[config.mk]
export PLATFORM = sky130hd
export DESIGN_NAME = tiny_riscv_lsu
export DESIGN_NICKNAME = d
export VERILOG_FILES = /design/src/rtl/tiny_riscv_pkg.sv /design/src/rtl/tiny_riscv_load_align.sv /design/src/rtl/tiny_riscv_lsu.sv
export SDC_FILE = /design/constraint.sdc
export NUM_CORES = 1
export LEC_CHECK = 0
export CORE_ASPECT_RATIO = 0.9
export CORE_UTILIZATION = 46
export CTS_CLUSTER_SIZE = 14
export DETAILED_ROUTE_END_ITERATION = 12
export PLACE_DENSITY = 0.82
export SLEW_MARGIN = 20
export SYNTH_ARGS = -nofsm -noshare
export SYNTH_HDL_FRONTEND = slang
export SYNTH_HIERARCHICAL = 1
export SYNTH_SLANG_ARGS = --single-unit
[constraint.sdc]
create_clock -name i_Clk -period 4.7 [get_ports i_Clk]
set_input_delay 0.94 -clock i_Clk [delete_from_list [all_inputs] [get_ports i_Clk]]
set_output_delay 0.94 -clock i_Clk [all_outputs]
set_load 0.005 [all_outputs]
[src/rtl/tiny_riscv_pkg.sv]
// Shared funct3 codes, FSM encoding, request record and decode helpers for the LSU.
// Pure declarations and combinational functions; no latency or backpressure of its own.
package tiny_riscv_pkg;

    localparam logic [2:0] F3_B  = 3'b000;
    localparam logic [2:0] F3_H  = 3'b001;
    localparam logic [2:0] F3_W  = 3'b010;
    localparam logic [2:0] F3_BU = 3'b100;
    localparam logic [2:0] F3_HU = 3'b101;

    localparam logic [1:0] ST_IDLE  = 2'd0;
    localparam logic [1:0] ST_ISSUE = 2'd1;
    localparam logic [1:0] ST_WAIT  = 2'd2;
    localparam logic [1:0] ST_RESP  = 2'd3;

    typedef enum logic [1:0] {
        IDLE  = ST_IDLE,
        ISSUE = ST_ISSUE,
        WAIT  = ST_WAIT,
        RESP  = ST_RESP
    } lsu_state_t;

    typedef struct packed {
        logic        is_store;
        logic [2:0]  funct3;
        logic [31:0] addr;
    } lsu_req_t;

    function automatic logic req_error(input logic        is_store,
                                       input logic [2:0]  funct3,
                                       input logic [31:0] addr,
                                       input logic [31:0] limit);
        logic bad_f3;
        logic misal;
        if (is_store)
            bad_f3 = funct3[2] | (funct3[1:0] == 2'b11);
        else
            bad_f3 = (funct3[1:0] == 2'b11) | (funct3[2:1] == 2'b11);
        misal = ((funct3[1:0] == 2'b01) && addr[0]) ||
                ((funct3[1:0] == 2'b10) && (addr[1:0] != 2'b00));
        return bad_f3 | misal | (addr >= limit);
    endfunction

    function automatic logic [3:0] store_mask(input logic [2:0] funct3, input logic [1:0] addr_lo);
        case (funct3)
            F3_B:    return 4'b0001 << addr_lo;
            F3_H:    return 4'b0011 << {addr_lo[1], 1'b0};
            default: return 4'b1111;
        endcase
    endfunction

    // Replicate the source across lanes so the mask alone picks the bytes written.
    function automatic logic [31:0] store_wdata(input logic [2:0] funct3, input logic [31:0] d);
        case (funct3)
            F3_B:    return {4{d[7:0]}};
            F3_H:    return {2{d[15:0]}};
            default: return d;
        endcase
    endfunction

endpackage

[src/rtl/tiny_riscv_load_align.sv]
// Picks the addressed byte/halfword out of a memory word and zero/sign-extends it.
// Purely combinational, zero latency, no flow control.
module tiny_riscv_load_align
    import tiny_riscv_pkg::*;
(
    input  logic [31:0] word,
    input  logic [1:0]  addr_lo,
    input  logic [2:0]  funct3,
    output logic [31:0] result
);

    logic [7:0]  byte_sel;
    logic [15:0] half_sel;

    always_comb begin
        byte_sel = word[7:0];
        case (addr_lo)
            2'd0:    byte_sel = word[7:0];
            2'd1:    byte_sel = word[15:8];
            2'd2:    byte_sel = word[23:16];
            default: byte_sel = word[31:24];
        endcase
        half_sel = addr_lo[1] ? word[31:16] : word[15:0];

        case (funct3)
            F3_B:    result = {{24{byte_sel[7]}}, byte_sel};
            F3_BU:   result = {24'd0, byte_sel};
            F3_H:    result = {{16{half_sel[15]}}, half_sel};
            F3_HU:   result = {16'd0, half_sel};
            default: result = word;
        endcase
    end

endmodule

[src/rtl/tiny_riscv_lsu.sv]
// Load/store unit driving a registered-read, byte-masked-write data memory; all outputs registered.
// Latency load 3 / store 2 / error 1 cycles; o_req_ready only in IDLE, so one request in flight.
module tiny_riscv_lsu
    import tiny_riscv_pkg::*;
#(
    parameter int unsigned MEM_BYTES = 6144
)(
    input  logic        i_Clk,
    input  logic        i_Rst,
    input  logic        i_req_valid,
    output logic        o_req_ready,
    input  logic        i_req_is_store,
    input  logic [2:0]  i_req_funct3,
    input  logic [31:0] i_req_addr,
    input  logic [31:0] i_req_store_data,
    output logic        o_resp_valid,
    output logic [31:0] o_resp_load_data,
    output logic        o_resp_err,
    output logic [31:0] o_mem_addr,
    output logic        o_read_strobe,
    input  logic [31:0] i_mem_data,
    output logic [31:0] o_mem_write_data,
    output logic [3:0]  o_mem_write_mask
);

    lsu_state_t  state_q, state_d;
    lsu_req_t    req_q, req_d;
    logic        ready_q, ready_d;
    logic        valid_q, valid_d;
    logic        err_q, err_d;
    logic        strobe_q, strobe_d;
    logic [3:0]  mask_q, mask_d;
    logic [31:0] wdata_q, wdata_d;
    logic [31:0] load_q, load_d;
    logic [31:0] align_res;

    tiny_riscv_load_align u_align (
        .word    (i_mem_data),
        .addr_lo (req_q.addr[1:0]),
        .funct3  (req_q.funct3),
        .result  (align_res)
    );

    always_ff @(posedge i_Clk or posedge i_Rst) begin
        if (i_Rst) begin
            state_q  <= IDLE;
            req_q    <= '0;
            ready_q  <= 1'b1;
            valid_q  <= 1'b0;
            err_q    <= 1'b0;
            strobe_q <= 1'b0;
            mask_q   <= 4'd0;
            wdata_q  <= 32'd0;
            load_q   <= 32'd0;
        end else begin
            state_q  <= state_d;
            req_q    <= req_d;
            ready_q  <= ready_d;
            valid_q  <= valid_d;
            err_q    <= err_d;
            strobe_q <= strobe_d;
            mask_q   <= mask_d;
            wdata_q  <= wdata_d;
            load_q   <= load_d;
        end
    end

    // Outputs are registered, so ISSUE drive values are computed on the accept edge.
    always_comb begin
        state_d  = state_q;
        req_d    = req_q;
        ready_d  = 1'b0;
        valid_d  = 1'b0;
        err_d    = 1'b0;
        strobe_d = 1'b0;
        mask_d   = 4'd0;
        wdata_d  = wdata_q;
        load_d   = load_q;
        case (state_q)
            IDLE: begin
                ready_d = 1'b1;
                if (i_req_valid) begin
                    req_d   = '{is_store: i_req_is_store, funct3: i_req_funct3, addr: i_req_addr};
                    ready_d = 1'b0;
                    if (req_error(i_req_is_store, i_req_funct3, i_req_addr, 32'(MEM_BYTES))) begin
                        state_d = RESP;
                        valid_d = 1'b1;
                        err_d   = 1'b1;
                    end else begin
                        state_d  = ISSUE;
                        strobe_d = !i_req_is_store;
                        if (i_req_is_store) begin
                            mask_d  = store_mask(i_req_funct3, i_req_addr[1:0]);
                            wdata_d = store_wdata(i_req_funct3, i_req_store_data);
                        end
                    end
                end
            end
            ISSUE: begin
                state_d = req_q.is_store ? RESP : WAIT;
                valid_d = req_q.is_store;
            end
            WAIT: begin
                load_d  = align_res;
                valid_d = 1'b1;
                state_d = RESP;
            end
            RESP: begin
                state_d = IDLE;
                ready_d = 1'b1;
            end
            default: state_d = IDLE;
        endcase
    end

    assign o_req_ready      = ready_q;
    assign o_resp_valid     = valid_q;
    assign o_resp_err       = err_q;
    assign o_resp_load_data = load_q;
    assign o_mem_addr       = req_q.addr;
    assign o_read_strobe    = strobe_q;
    assign o_mem_write_mask = mask_q;
    assign o_mem_write_data = wdata_q;

endmodule
# == Word-level counts from Yosys, hierarchy flattened ==
# Index checks and enable logic that the tools add are counted.
# word_totals
mem_bits_rw,0
mem_bits_ro,0
inputBits,103
word_cells,69
regBits,110
latchBits,0
mem_count,0
# classes
mul,0
n_addsub,0
n_shift,2
div,0
mux,25
reduce_logical,11
eq_ne,14
bitwise,5
order_cmp,1
# op_table
op,count
32-bit case mux with 4 select lines,1
32-bit case mux with 2 select lines,1
"32-bit by 13-bit >= comparator with 1-bit output, second input constant",1
8-bit case mux with 3 select lines,1
16-bit two-way mux,1
4-bit two-way mux,4
"2-bit equality test, second input constant",6
1-bit two-way mux,11
2-bit case mux with 4 select lines,1
4-bit case mux with 2 select lines,1
"2-bit by 1-bit equality test with 1-bit output, second input constant",3
"3-bit by 1-bit equality test with 1-bit output, second input constant",2
"3-bit equality test, second input constant",2
3-bit zero test,2
2-bit zero test,2
2-bit two-way mux,2
1-bit OR,4
4-bit AND reduction,1
"1-bit by 2-bit << shifter with 4-bit output, first input constant",1
"2-bit by 2-bit << shifter with 4-bit output, first input constant",1
1-bit case mux with 3 select lines,1
1-bit logical AND,2
"2-bit inequality test, second input constant",1
1-bit case mux with 2 select lines,1
5 further kinds,5

# == Logic depth before layout (Yosys ltp) ==
# depth
ltp_word,10
mapped_depth,6

# == Hierarchy ==
# The synthesis kept the hierarchy.
# by_module_without_submodules
module,instances,seq_area_each_um2,area_per_inst_um2,cells_each
tiny_riscv_lsu,1,2753.9,4824.6,345
tiny_riscv_load_align,1,0.0,969.7,133

# == Worst setup path before layout ==
# No wires, ideal clock.
# synth_path
path_type,input to register
start,in i_req_funct3[1]
end,"reg wdata_q[0], in the netlist o_mem_write_data[0]"
arrival_time_ps,2456
setup_time_ps,125
cell_stages,6
t_required_ps,4575
path_slack_ps,2119
path_cell_list,clkbuf_1 o21ai_1 nand4_1 nor4_4 buf_6 mux2_2
# synth_between
elab_chain_len,9
elab_cells_between_ends,16
cone_classes,4 x eq/ne; 3 x mux; 5 x bitwise; 4 x reduce/logical
# synth_rtl
element,line_no,text
from (decl),tiny_riscv_lsu.sv:13,"input logic [2:0] i_req_funct3,"
2-bit equality test (on tied branches),"tiny_riscv_pkg.sv:36, tiny_riscv_pkg.sv:38",
1-bit OR (on tied branches),"tiny_riscv_pkg.sv:38, tiny_riscv_pkg.sv:36",
1-bit two-way mux,tiny_riscv_pkg.sv:35,if (is_store)
1-bit two-way mux,tiny_riscv_lsu.sv:82,if (i_req_valid) begin
1-bit two-way mux,tiny_riscv_lsu.sv:79,case (state_q)
1-bit OR * (2 in a row),tiny_riscv_pkg.sv:41,return bad_f3 | misal | (addr >= limit);
1-bit inverter (no source line) *,--,
4-bit AND reduction (no source line) *,--,
to (signal assigned),tiny_riscv_lsu.sv:63,wdata_q <= wdata_d;
to (decl),tiny_riscv_lsu.sv:33,"logic [31:0] wdata_q, wdata_d;"
# Every way passes the cells marked *; elsewhere a longest branch is shown, timed or not. The select of a mux whose other input is x is not followed.
# A chain may end at the register's enable or synchronous reset.

# == Worst setup path in the final report ==
# layout_path
start,"reg req_q, in the netlist o_mem_addr[1]"
end,out o_mem_addr[1]
# layout_lines
element,line_no,text
from (decl),tiny_riscv_lsu.sv:27,"lsu_req_t req_q, req_d;"
from (signal assigned),tiny_riscv_lsu.sv:57,req_q <= req_d;
to (decl),tiny_riscv_lsu.sv:19,"output logic [31:0] o_mem_addr,"
# No word-level cell between the ends.

==> out/results.txt <==
Peak Freq -> 0.331 GHz
Core Region -> 0.0122 mm²
Port Buffers -> 206
post-route cell area -> 0.00800 mm²
Post-synth EDFFs -> 0
most common cell in the netlist -> mux2_2
endpoints failing hold -> 0
Setup Skew -> 6.95 ps
chip width -> 120 µm
CTS tree -> done
Pre-Repair DR Iteration Count -> 5
largest net degree at the start of global routing -> 59
chip height -> 108 µm
synth top area cells -> dfrtp_1, mux2_2, buf_4
GRT overflow -> 0
Setup Buffers After CTS -> 0
initial antenna violation count -> 0
Final setup viols -> 0
Tightest Hold Check Type -> reg2reg
min cycle time layout -> 3020 ps
Synth Flop Type -> dfrtp_1
min-delay src -> o_resp_load_data[0]$_DFFE_PP0P_
CTS root buffer -> clkbuf_16
# IOs -> 207
Routed WL -> 15300 µm
critical path required time -> 3760 ps
hold depth -> 1
most instantiated cells after synthesis -> mux2_2, dfrtp_1, nor2_1
Crit Path Max Fanout -> 31
Clock Path Buffers -> 2
initial DRC count -> 407
Lkg Pwr -> 3.39 nW
CP Capture Type -> output pin
CTS resizes -> 0
max_slew headroom -> 30.8%
full die area -> 0.0131 mm²
cell family with most CP delay -> flip-flops
DPL Wire Length -> 11000 µm
Num CTS Buffers -> 9
GR Util All Layers -> 24.4%
Slew Limit Fails -> 0
DRC viols -> 0
Crit path arrival time -> 2080 ps
GP Congestion -> 0.892
vias in the first global route -> 4577
critical path class -> reg2out
area grow syn2layout -> 38.1%
RSZ-0062 raised after global routing -> no
Clock H-tree levels -> 3
power density over the cells -> 540 mW/mm²
share of layout cells above drive strength 1 -> 23.2%
clk slew on worst S/H paths -> 70 ps
via count -> 4465
routed wire length per instance -> 18.9 µm
Peak VDD IR -> 0.390 mV
Synth Area per Inst -> 12.1 µm²
# rows -> 38
FFs w/ async S/R, synth -> 100%
Slowest-stage cell, CP -> dfrtp_1
outcome -> completed
placed cell area -> 0.00770 mm²
final-stage net count -> 749
Max-cap violations -> 0
Sum Neg Setup Slack -> 0 ps
hold endpoint -> o_resp_load_data[0]$_DFFE_PP0P_
initial core utilization -> 47.6%
top cell type's share of synthesized area -> 47.1%
Synth Register Bits -> 110
clk sink count -> 110
syn nets -> 585
reg-to-reg critical path endpoint -> o_resp_load_data[18]$_DFFE_PP0P_
crit share post-route -> 64.3%
FF-to-FF Start -> o_mem_addr[1]$_DFFE_PP0P_
yosys warns -> 6
reg2reg setup slack -> 2230 ps
# diodes -> 0
first-pass GRT wire length -> 24300 µm
R2R depth -> 4
share of the yosys chip area belonging to registers -> 47.5%
buffer and inverter count on the worst path -> 1
Via-to-Cell Ratio -> 5.54
peak per-stage delay on the critical path -> 1030 ps
Slew @ Worst Pin -> 1040 ps
CP Launch Type -> register
Post-Syn Area -> 0.00579 mm²
hold buffers post-CTS -> 0
post-synth top area cell -> dfrtp_1
CP Cell Sequence -> clkdlybuf4s50_1
synth unique cells -> 41
Clk Latency, worst-skew pair -> 350 ps
Post-Synthesis Cells -> 478
Antenna Nets Post-Route -> 0
final cells by class:
type	count	area, µm²
fillers	961	4170
flip-flops and latches	110	2750
multi-input cells	292	2560
repair buffers	215	2130
clock buffers	11	233
well taps	160	200
clock inverters	4	72.6
inverters	14	55.1
sequential cells by signal (all words and copies together), names as in the netlist:
| register | cells |
|---|---|
| o_resp_err | 1 |
| o_resp_load_data | 32 |
| req_q | 4 |
| state_q | 2 |
| o_read_strobe | 1 |
| o_mem_write_mask | 4 |
| o_mem_addr | 32 |
| o_req_ready | 1 |
| o_mem_write_data | 32 |
| o_resp_valid | 1 |
per-layer routing:
metal,up-vias,GRT usage (%),routed length (µm)
li1,2018,-,-
met1,2190,29.8,6150
met2,232,40.6,7420
met3,25,8.23,1420
met4,0,8.38,292
met5,-,0,0
cell usage in the layout, fill, tap and decap left out, types with 2 or more instances in the layout:
| master | n |
|---|---|
| a21boi_0 | 2 |
| a21oi_1 | 26 |
| a221oi_1 | 2 |
| a22oi_1 | 2 |
| a311oi_1 | 7 |
| buf_4 | 9 |
| bufinv_16 | 2 |
| clkbuf_1 | 2 |
| clkbuf_16 | 9 |
| clkdlybuf4s50_1 | 206 |
| dfrtp_1 | 109 |
| ha_1 | 4 |
| inv_1 | 11 |
| mux2_2 | 114 |
| mux2_4 | 2 |
| mux2i_1 | 10 |
| mux4_1 | 7 |
| nand2_1 | 13 |
| nand2b_1 | 2 |
| nand3_1 | 2 |
| nor2_1 | 39 |
| nor2b_1 | 10 |
| nor3_1 | 3 |
| nor4_1 | 4 |
| o21ai_0 | 5 |
| o221ai_1 | 3 |
| o221ai_2 | 4 |
| o22ai_1 | 17 |
| o31a_1 | 3 |
| or2_2 | 2 |
stage by stage:
step / hold WS, ps / power (mW) / setup slack, ps / instances / util [%]
2_1_floorplan: 447 / 2.85 / 859 / 478 / -
3_3_place_gp: 470 / 3.46 / 1470 / 791 / 63.2
3_5_place_dp: 494 / 3.53 / 1450 / 791 / 63.2
4_1_cts: 510 / 4.35 / 1670 / 806 / 65.7
5_1_grt: 521 / 4.57 / 1600 / 806 / 65.7
6_report: 508 / 4.32 / 1680 / 806 / 65.7
power breakdown:
group / leakage (nW) / total, mW / internal, mW / switching (mW)
registers: 1.38 / 1.53 / 1.27 / 0.252
clock network: 0.146 / 0.798 / 0.464 / 0.334
logic: 1.86 / 2.00 / 1.19 / 0.803
cells by family (layout without fill, tap and decap cells):
| kind of cell | Yosys count | in the layout | share of synthesized area (%) |
|---|---|---|---|
| adder cells (fa/ha/maj) | 4 | 4 | 0.864 |
| AND/OR/NAND/NOR | 80 | 80 | 6.52 |
| multiplexers | 134 | 134 | 27.8 |
| AO/OA/AOI/OAI | 74 | 74 | 8.94 |
| flip-flops | 110 | 110 | 47.5 |
| buffers and inverters | 76 | 244 | 8.38 |
worst max-delay path by stage:
| stage | startpoint | end | cells after the start |
|---|---|---|---|
| floorplan | i_Rst | o_mem_addr[0]$_DFFE_PP0P_ | 1 |
| global placement | i_req_addr[17] | o_mem_write_data[19]$_DFFE_PP0P_ | 6 |
| detailed placement | i_req_addr[21] | o_mem_write_data[5]$_DFFE_PP0P_ | 6 |
| CTS | o_mem_addr[1]$_DFFE_PP0P_ | o_mem_addr[1] | 1 |
| global route | o_mem_addr[1]$_DFFE_PP0P_ | o_mem_addr[1] | 1 |
| finish | o_mem_addr[1]$_DFFE_PP0P_ | o_mem_addr[1] | 1 |
(Power assumes the default switching activity.)
